### src/rtl/alarm_ring_if.sv
// Signal bundle between the alarm ring sequencer and its neighbours:
// time/alarm compare inputs, debounced buttons, ring status and forwarded buttons.
interface alarm_ring_if;
  logic       alarm_en;
  logic [7:0] cur_hour;
  logic [7:0] cur_min;
  logic [7:0] alm_hour;
  logic [7:0] alm_min;
  logic       btn_stop;
  logic       btn_snooze;
  logic       btn_switch;
  logic       ringing;
  logic       buzzer_en;
  logic [1:0] state;
  logic [1:0] snooze_cnt;
  logic       stop_out;
  logic       snooze_out;
  logic       switch_out;

  modport master (
    output alarm_en, cur_hour, cur_min, alm_hour, alm_min,
    output btn_stop, btn_snooze, btn_switch,
    input  ringing, buzzer_en, state, snooze_cnt,
    input  stop_out, snooze_out, switch_out
  );

  modport slave (
    input  alarm_en, cur_hour, cur_min, alm_hour, alm_min,
    input  btn_stop, btn_snooze, btn_switch,
    output ringing, buzzer_en, state, snooze_cnt,
    output stop_out, snooze_out, switch_out
  );
endinterface

### src/rtl/alarm_ring_ctl.sv
// Alarm ring sequencer: time match, ring/snooze/done FSM, beep gating and
// button arbitration between the alarm and the rest of the clock.
module alarm_ring_ctl #(
  parameter int unsigned TICK_MS    = 1000,
  parameter int unsigned BEEP_MS    = 500,
  parameter int unsigned RING_SEC   = 60,
  parameter int unsigned SNOOZE_SEC = 300,
  parameter int unsigned MAX_SNOOZE = 3
) (
  input logic         clk_1khz,
  input logic         rst,
  alarm_ring_if.slave bus
);

  localparam logic [1:0] StIdle   = 2'd0;
  localparam logic [1:0] StRing   = 2'd1;
  localparam logic [1:0] StSnooze = 2'd2;
  localparam logic [1:0] StDone   = 2'd3;

  localparam int unsigned SecMax = (RING_SEC > SNOOZE_SEC) ? RING_SEC : SNOOZE_SEC;
  localparam int unsigned MsW    = (TICK_MS > 1) ? $clog2(TICK_MS) : 1;
  localparam int unsigned SecW   = $clog2(SecMax + 1);

  localparam logic [MsW-1:0]  MsLast     = MsW'(TICK_MS - 1);
  localparam logic [SecW-1:0] RingLast   = SecW'(RING_SEC - 1);
  localparam logic [SecW-1:0] SnoozeLast = SecW'(SNOOZE_SEC - 1);

  logic [1:0]      state_q, state_d;
  logic [MsW-1:0]  ms_q, ms_d;
  logic [SecW-1:0] sec_q, sec_d;
  logic [1:0]      cnt_q, cnt_d;
  logic [2:0]      btn_prev_q;
  logic [2:0]      mask_q, mask_d;
  logic [2:0]      fwd_q, fwd_d;
  logic            ringing_q, ringing_d;
  logic            buzzer_q, buzzer_d;

  // Button vectors are ordered {switch, snooze, stop}.
  logic [2:0] btn;
  logic [2:0] btn_edge;
  logic [2:0] mask_set;
  logic       match;
  logic       period_done;
  logic       snooze_req;

  always_comb begin
    btn      = {bus.btn_switch, bus.btn_snooze, bus.btn_stop};
    btn_edge = btn & ~btn_prev_q;
    match    = bus.alarm_en && (bus.cur_hour == bus.alm_hour) && (bus.cur_min == bus.alm_min);
    // Last cycle of the ring or snooze period; the transition lands on the next edge.
    period_done = (ms_q == MsLast) &&
                  (sec_q == ((state_q == StRing) ? RingLast : SnoozeLast));
  end

  always_comb begin
    state_d    = state_q;
    ms_d       = ms_q;
    sec_d      = sec_q;
    cnt_d      = cnt_q;
    mask_set   = 3'b000;
    snooze_req = 1'b0;

    case (state_q)
      StIdle: begin
        if (match) begin
          state_d = StRing;
          ms_d    = '0;
          sec_d   = '0;
        end
      end

      StRing: begin
        snooze_req = btn_edge[1] || period_done;
        if (!bus.alarm_en || btn_edge[0]) begin
          state_d = StDone;
        end else if (snooze_req) begin
          if (32'(cnt_q) < MAX_SNOOZE) begin
            state_d = StSnooze;
            cnt_d   = cnt_q + 2'd1;
          end else begin
            state_d = StDone;
          end
        end

        if (state_d != StRing) begin
          // Whatever is held when ringing stops must not leak to the rest of the clock.
          mask_set = 3'b111;
          ms_d     = '0;
          sec_d    = '0;
        end else if (ms_q == MsLast) begin
          ms_d  = '0;
          sec_d = sec_q + 1'b1;
        end else begin
          ms_d = ms_q + 1'b1;
        end
      end

      StSnooze: begin
        if (!bus.alarm_en || btn_edge[0]) begin
          state_d     = StDone;
          mask_set[0] = btn_edge[0];
        end else if (period_done) begin
          state_d = StRing;
          ms_d    = '0;
          sec_d   = '0;
        end else if (ms_q == MsLast) begin
          ms_d  = '0;
          sec_d = sec_q + 1'b1;
        end else begin
          ms_d = ms_q + 1'b1;
        end
      end

      StDone: begin
        if (!match) begin
          state_d = StIdle;
          cnt_d   = 2'd0;
        end
      end

      default: begin
        state_d = StIdle;
      end
    endcase
  end

  always_comb begin
    mask_d    = (mask_q | mask_set) & btn;
    fwd_d     = (state_d == StRing) ? 3'b000 : (btn & ~mask_d);
    ringing_d = (state_d == StRing);
    buzzer_d  = ringing_d && (32'(ms_d) < BEEP_MS);
  end

  always_ff @(posedge clk_1khz) begin
    if (rst) begin
      state_q    <= StIdle;
      ms_q       <= '0;
      sec_q      <= '0;
      cnt_q      <= 2'd0;
      btn_prev_q <= 3'b000;
      mask_q     <= 3'b000;
      fwd_q      <= 3'b000;
      ringing_q  <= 1'b0;
      buzzer_q   <= 1'b0;
    end else begin
      state_q    <= state_d;
      ms_q       <= ms_d;
      sec_q      <= sec_d;
      cnt_q      <= cnt_d;
      btn_prev_q <= btn;
      mask_q     <= mask_d;
      fwd_q      <= fwd_d;
      ringing_q  <= ringing_d;
      buzzer_q   <= buzzer_d;
    end
  end

  assign bus.state      = state_q;
  assign bus.snooze_cnt = cnt_q;
  assign bus.ringing    = ringing_q;
  assign bus.buzzer_en  = buzzer_q;
  assign bus.stop_out   = fwd_q[0];
  assign bus.snooze_out = fwd_q[1];
  assign bus.switch_out = fwd_q[2];

endmodule

### src/flat_wrapper.sv
// flat-port wrapper written by rule: the top's interface ports become plain ports
module alarm_ring_ctl_flat 
#(
  parameter int unsigned TICK_MS    = 1000,
  parameter int unsigned BEEP_MS    = 500,
  parameter int unsigned RING_SEC   = 60,
  parameter int unsigned SNOOZE_SEC = 300,
  parameter int unsigned MAX_SNOOZE = 3
)
  (clk_1khz, rst, bus_alarm_en, bus_cur_hour, bus_cur_min, bus_alm_hour, bus_alm_min, bus_btn_stop, bus_btn_snooze, bus_btn_switch, bus_ringing, bus_buzzer_en, bus_state, bus_snooze_cnt, bus_stop_out, bus_snooze_out, bus_switch_out);
  alarm_ring_if bus_i ();
  input logic clk_1khz;
  input logic rst;
  input wire logic [$bits(bus_i.alarm_en)-1:0] bus_alarm_en;
  input wire logic [$bits(bus_i.cur_hour)-1:0] bus_cur_hour;
  input wire logic [$bits(bus_i.cur_min)-1:0] bus_cur_min;
  input wire logic [$bits(bus_i.alm_hour)-1:0] bus_alm_hour;
  input wire logic [$bits(bus_i.alm_min)-1:0] bus_alm_min;
  input wire logic [$bits(bus_i.btn_stop)-1:0] bus_btn_stop;
  input wire logic [$bits(bus_i.btn_snooze)-1:0] bus_btn_snooze;
  input wire logic [$bits(bus_i.btn_switch)-1:0] bus_btn_switch;
  output wire logic [$bits(bus_i.ringing)-1:0] bus_ringing;
  output wire logic [$bits(bus_i.buzzer_en)-1:0] bus_buzzer_en;
  output wire logic [$bits(bus_i.state)-1:0] bus_state;
  output wire logic [$bits(bus_i.snooze_cnt)-1:0] bus_snooze_cnt;
  output wire logic [$bits(bus_i.stop_out)-1:0] bus_stop_out;
  output wire logic [$bits(bus_i.snooze_out)-1:0] bus_snooze_out;
  output wire logic [$bits(bus_i.switch_out)-1:0] bus_switch_out;
  assign bus_i.alarm_en = bus_alarm_en;
  assign bus_i.cur_hour = bus_cur_hour;
  assign bus_i.cur_min = bus_cur_min;
  assign bus_i.alm_hour = bus_alm_hour;
  assign bus_i.alm_min = bus_alm_min;
  assign bus_i.btn_stop = bus_btn_stop;
  assign bus_i.btn_snooze = bus_btn_snooze;
  assign bus_i.btn_switch = bus_btn_switch;
  assign bus_ringing = bus_i.ringing;
  assign bus_buzzer_en = bus_i.buzzer_en;
  assign bus_state = bus_i.state;
  assign bus_snooze_cnt = bus_i.snooze_cnt;
  assign bus_stop_out = bus_i.stop_out;
  assign bus_snooze_out = bus_i.snooze_out;
  assign bus_switch_out = bus_i.switch_out;
  alarm_ring_ctl #(.TICK_MS(TICK_MS), .BEEP_MS(BEEP_MS), .RING_SEC(RING_SEC), .SNOOZE_SEC(SNOOZE_SEC), .MAX_SNOOZE(MAX_SNOOZE)) u_core (.clk_1khz(clk_1khz), .rst(rst), .bus(bus_i));
endmodule
### config.mk
export PLATFORM = sky130hd
export DESIGN_NAME = alarm_ring_ctl_flat
export DESIGN_NICKNAME = d
export VERILOG_FILES = /design/src/rtl/alarm_ring_if.sv /design/src/rtl/alarm_ring_ctl.sv /design/src/flat_wrapper.sv
export SDC_FILE = /design/constraint.sdc
export NUM_CORES = 1
export LEC_CHECK = 0
export BUFFER_PORTS_ARGS = -buffer_cell sky130_fd_sc_hd__buf_2
export CORE_ASPECT_RATIO = 1.4
export CORE_MARGIN = 1.5
export CORE_UTILIZATION = 40
export CTS_CLUSTER_DIAMETER = 150
export CTS_CLUSTER_SIZE = 25
export DETAILED_ROUTE_END_ITERATION = 16
export PLACE_DENSITY = 0.61
export SLEW_MARGIN = 20
export SYNTH_ARGS = -nofsm -noshare
export SYNTH_HDL_FRONTEND = slang
export SYNTH_SLANG_ARGS = --single-unit
### constraint.sdc
create_clock -name clk_1khz -period 2.8 [get_ports clk_1khz]
set_input_delay 0.56 -clock clk_1khz [delete_from_list [all_inputs] [get_ports clk_1khz]]
set_output_delay 0.56 -clock clk_1khz [all_outputs]
set_load 0.1 [all_outputs]
Word-level counts from Yosys, hierarchy flattened
Cells that the tools add are included.
{"block": "totals", "regBits": 33, "output_inout_bits": 9}
{"block": "op_classes", "addsub": 3, "n_reduce_logical": 13, "eq_ne": 15, "mux": 31, "bitwise_logic": 6, "order_cmp": 2}
{"cell": "2-to-1 mux 9 bit", "count": 6}
{"cell": "2-to-1 mux 10 bit", "count": 5}
{"cell": "one-hot mux 10 bit (3 select lines)", "count": 1}
{"cell": "one-hot mux 9 bit (3 select lines)", "count": 1}
{"cell": "2-to-1 mux 2 bit", "count": 12}
{"cell": "equality test 8 bit", "count": 2}
{"cell": "adder 10 x 1 -> 10 bit (second input constant)", "count": 1}
{"cell": "equality test 10 bit (second input constant)", "count": 1}
{"cell": "less-than comparator 10 x 9 -> 1 bit (second input constant)", "count": 1}
{"cell": "inequality test 2 bit (second input constant)", "count": 5}
{"cell": "adder 9 x 1 -> 9 bit (second input constant)", "count": 1}
{"cell": "equality test 9 bit", "count": 1}
{"cell": "one-hot mux 2 bit (4 select lines)", "count": 1}
{"cell": "bitwise AND 3 bit", "count": 2}
{"cell": "AND reduction 5 bit", "count": 1}
{"cell": "equality test 2 x 1 -> 1 bit (second input constant)", "count": 2}
{"cell": "equality test 2 bit (second input constant)", "count": 2}
{"cell": "logical AND 1 bit", "count": 4}
{"cell": "inequality test 2 x 1 -> 1 bit (second input constant)", "count": 2}
{"cell": "one-hot mux 2 bit (2 select lines)", "count": 1}
{"cell": "2-to-1 mux 3 bit", "count": 1}
{"cell": "NOT 3 bit", "count": 1}
{"cell": "OR 3 bit", "count": 1}
{"cell": "AND reduction 3 bit", "count": 1}
{"cell": "other kinds (12)", "count": 14}

Longest topological paths before layout
{"block": "depth", "ltp_word": 15, "mapped_depth": 10}

Worst setup path after synthesis
Ideal clock, no wire load.
{"block": "synth_path", "path_kind": "register to register", "start": "register u_core.state_q[1] (netlist: u_core.bus.state[1])", "end": "register u_core.buzzer_q (netlist: u_core.bus.buzzer_en)", "stages_incl_launch_ff": 10, "path_slack_ps": -388, "period_less_slack_ps": 3188, "t_arrival_ps": 3054, "setup_ps": 135, "path_cell_list": "dfxtp_1 -> inv_1 -> ha_1 -> and3b_1 -> o2111a_1 -> a21oi_4 -> o21ai_4 -> or3_1 -> a211oi_1 -> a311oi_2"}
{"block": "synth_between", "elab_chain_len": 13, "elab_cells_between_ends": 24}
{"item": "start: declaration", "line_no": "alarm_ring_ctl.sv:28", "source": "logic [1:0] state_q, state_d;"}
{"item": "start signal: assignment", "line_no": "alarm_ring_ctl.sv:136", "source": "state_q <= StIdle;"}
{"item": "start signal: assignment", "line_no": "alarm_ring_ctl.sv:146", "source": "state_q <= state_d;"}
{"item": "equality test 2 x 1 -> 1 bit", "line_no": "alarm_ring_ctl.sv:52, alarm_ring_ctl.sv:63"}
{"item": "2-to-1 mux 9 bit", "line_no": "alarm_ring_ctl.sv:52", "source": "(sec_q == ((state_q == StRing) ? RingLast : SnoozeLast));"}
{"item": "equality test 9 bit", "line_no": "alarm_ring_ctl.sv:52"}
{"item": "logical AND 1 bit", "line_no": "alarm_ring_ctl.sv:51", "source": "period_done = (ms_q == MsLast) &&"}
{"item": "logical OR 1 bit", "line_no": "alarm_ring_ctl.sv:73", "source": "snooze_req = btn_edge[1] || period_done;"}
{"item": "2-to-1 mux 2 bit", "line_no": "alarm_ring_ctl.sv:76", "source": "end else if (snooze_req) begin"}
{"item": "2-to-1 mux 2 bit", "line_no": "alarm_ring_ctl.sv:74", "source": "if (!bus.alarm_en || btn_edge[0]) begin"}
{"item": "2-to-1 mux 2 bit", "line_no": "alarm_ring_ctl.sv:63", "source": "case (state_q)"}
{"item": "inequality test 2 x 1 -> 1 bit", "line_no": "alarm_ring_ctl.sv:85", "source": "if (state_d != StRing) begin"}
{"item": "2-to-1 mux 10 bit", "line_no": "alarm_ring_ctl.sv:85"}
{"item": "one-hot mux 10 bit (3 select lines)", "line_no": "alarm_ring_ctl.sv:63"}
{"item": "less-than comparator 10 x 9 -> 1 bit", "line_no": "alarm_ring_ctl.sv:131", "source": "buzzer_d = ringing_d && (32'(ms_d) < BEEP_MS);"}
{"item": "logical AND 1 bit (*)", "line_no": "alarm_ring_ctl.sv:131"}
{"item": "end signal: assignment", "line_no": "alarm_ring_ctl.sv:154", "source": "buzzer_q <= buzzer_d;"}
{"item": "end: declaration", "line_no": "alarm_ring_ctl.sv:36", "source": "logic buzzer_q, buzzer_d;"}
Mark *: on every way between the ends. The rest lies on a longest branch, timed or not. The select of a mux whose other input is x is not followed.
A chain may end at the register's enable or synchronous reset.

Worst setup path in the final report
Ends and elaborated chain as after synthesis.

==> impl_metrics.toml <==
[job]
drv_cap = 0

[drt]
ant_nets = 0
via_count = 1948
drtIter0Drc = 79
routed_wl_um = 4829
post_drt_wl_per_cell_um = 13.12
via_per_inst = 5.293
drc = 0
drtPass1Iterations = 4

[placed_design]
dp_hpwl_um = 3690
dp_cells = 360
place_congestion = 0.8192
port_buffers = 46
pre_cts_ws_ps = 129.2

[setup_path]
cp.required_ps = 2970
reg2reg_setup_slack_ps = 230
end_kind = "register"
r2r_start = "u_core.bus.state[1]$_SDFF_PP0_"
worstReg2RegEnd = "u_core.bus.buzzer_en$_SDFF_PP0_"
cp_data_arrival_time_ps = 2740
path_max_fanout = 6
worst-r2r-cell-count = 10
start_kind = "register"
critPathKind = "register to register"

[sta]
setup_viol = 0
hold_viol_final = 0
finalCritPeriodShare_pct = 91.65
finClkSkew_ps = 3.610
period_needed_ps = 2566
worst_slew_pin_slew_ps = 490.4
slew_headroom_pct = 67.53
setup_ws_ps = 233.8
timing.final.max_slew_violations = 0
fin_tns_setup_ps = 0
rsz0062_at_grt = "no"
max_freq_mhz = 389.7

[clocking]
clock_latency_ps = 300
cts_hold_buf = 0
cts_sinks = 33
root_buffer = "clkbuf_8"
htreeDepth = 2
post_cts_buffers = 0
numCtsBuffers = 5
cts.path.max_buffers = 2
cts_resized = 0
cts_tree = "yes"
cts.clk_slew.worst_paths_ps = 80

[yosys]
syn_inst = 248
yosys_warnings = 0
ys_ff_latch = 33
async_flop_share_pct = 0
synth_nets = 293
synth_enable_flop_cells = 0
synth_top_cell_area_share_pct = 32.47
yosysTopAreaCell = "dfxtp_1"
yosysSeqAreaShare_pct = 32.47
synth_cell_types = 51
yosys-top-cells-area = "dfxtp_1, xnor2_1, nor2_1"
syn_area_per_cell_um2 = 8.203
syn_area_mm2 = 0.002034
ys.flop_type = "dfxtp_1"

[die]
die_w_um = 63.28
core_region_area_mm2 = 0.004880
row_count = 30
io_pins = 47
die_h_um = 87.38
start_util_pct = 41.69
dieArea_mm2 = 0.005529

[layout]
fillCellCount = 515
n_antenna_cell = 0
register_area_um2 = 665.6
fin_nets = 348
areaGrowthSynthToFinish_pct = 22.26
drive_gt1_share_pct = 23.36
instances_no_fill = 368
multiInputGateArea_mm2 = 0.001321

[global_route]
grt_overflow = 0
grt_pass1_vias = 1892
grt_usage_pct = 18.83
grt_pass1_wl_um = 8183
grt_start_max_net_pins = 21
antenna_found_initial = 0

[run_status]
status = "completed"

[power]
ir_drop_mv = 0.4586
cellPowerDensity_mw_per_mm2 = 658.3
power_w = 0.001638
p_comb_share_pct = 39.3
pwr-share-seq_pct = 32.1
p_sw_w = 0.0006751
pwr-share-clk_pct = 28.6
p_sw_share_pct = 41.23
internal_power_w = 0.0009624
p_leak_nw = 0.9662

[worst_hold_path]
hold_end = "u_core.fwd_q[2]$_SDFF_PP0_"
whs_path_depth = 1
hp-start = "u_core.mask_q[2]$_SDFF_PP0_"
hp-class = "register to register"
==> placed cells by master (no fill, tap or decap), types with 4 or more instances in the layout <==
cell type / instances
nand2_1: 14
and3_1: 4
ha_1: 7
nand2b_1: 5
clkbuf_8: 5
buf_4: 5
nor3_1: 8
nand3_1: 16
nor4_1: 6
nor2_1: 31
a21oi_1: 13
o21ai_0: 8
nand4_1: 9
inv_1: 10
xnor2_1: 21
dfxtp_1: 31
nor2b_1: 7
or3_1: 4
buf_2: 46
==> Yosys cell counts, drive strengths merged (8+ instances only) <==
cell and n:
nand3 16, o21ai 11, inv 10, xnor2 21, dfxtp 33, a21oi 14, nor3 8, nor2 32
nand4 9, nand2 14
==> state kept, by name, summed over array words and instances (netlist names) <==
name / cells
u_core.fwd_q: 3
u_core.bus.ringing: 1
u_core.bus.state: 2
u_core.bus.snooze_cnt: 2
u_core.btn_prev_q: 2
u_core.mask_q: 3
u_core.ms_q: 10
u_core.bus.buzzer_en: 1
u_core.sec_q: 9
==> layer usage <==
metal | global-route usage, % | vias up | wire length, µm
li1 | - | 1012 | -
met2 | 34.43 | 37 | 2441
met4 | 9.091 | 0 | 106
met3 | 3.493 | 9 | 132
met5 | 0 | - | 0
met1 | 20.91 | 890 | 2148
==> cells by family (layout without fill, tap and decap cells) <==
kind of cell    Yosys count  in the layout  share of synthesized area, %
mux                       2              2                        0.9840
compound gates           52             52                         19.31
buf+inv                  13             69                         2.583
fa+ha+maj                 7              7                         4.305
simple gates            117            117                         30.01
xor+xnor                 24             24                         10.33
flops                    33             33                         32.47
==> critical path, stage by stage, from the launching register on <==
cell and delay [ps]:
dfxtp_4 380, inv_1 80, ha_1 210, and3b_1 180, o2111a_1 330, a21oi_4 250, o221ai_2 180, nor3b_1 300
a21oi_1 90, a211oi_1 320, a311oi_2 140
==> power by group through the flow <==
stage	combinational (W)	clock (W)	sequential, W
finish	0.000644	0.000468	0.000526
detailed placement	0.000648	0	0.000536
CTS	0.000649	0.000480	0.000526
floorplan	0.000287	0	0.000727
global placement	0.000646	0	0.000536
global route	0.000700	0.000503	0.000530
==> per-stage QoR <==
stage	hold WS [ps]	instance area (µm²)	utilization, %
final	418.6	2487	50.97
after global routing	441.3	2487	50.97
after CTS	421.6	2487	50.97
after detailed placement	408.6	2372	48.62
after global placement	407.7	2372	48.62
after floorplan	399.2	2039	-
==> worst max path at each step <==
stage	to	start	slack (ps)	depth (start not counted)
floorplan	u_core.bus.buzzer_en$_SDFF_PP0_	u_core.bus.state[0]$_SDFF_PP0_	160	8
global placement	u_core.bus.buzzer_en$_SDFF_PP0_	bus_alm_hour[3]	180	9
detailed placement	u_core.bus.buzzer_en$_SDFF_PP0_	bus_alm_hour[3]	130	9
CTS	u_core.bus.buzzer_en$_SDFF_PP0_	u_core.bus.state[1]$_SDFF_PP0_	250	10
global route	u_core.bus.buzzer_en$_SDFF_PP0_	u_core.bus.state[1]$_SDFF_PP0_	70	10
finish	u_core.bus.buzzer_en$_SDFF_PP0_	u_core.bus.state[1]$_SDFF_PP0_	230	10
==> final cells by class <==
| cell class | instances | area share [%] |
|---|---|---|
| Multi-Input combinational cell | 202 | 53.12 |
| Sequential cell | 33 | 26.76 |
| Inverter | 10 | 1.509 |
| Timing Repair Buffer | 51 | 10.76 |
| Clock inverter | 3 | 1.861 |
| Clock buffer | 5 | 2.767 |
| Tap cell | 64 | 3.219 |
Power figures use the tool's default switching activity.
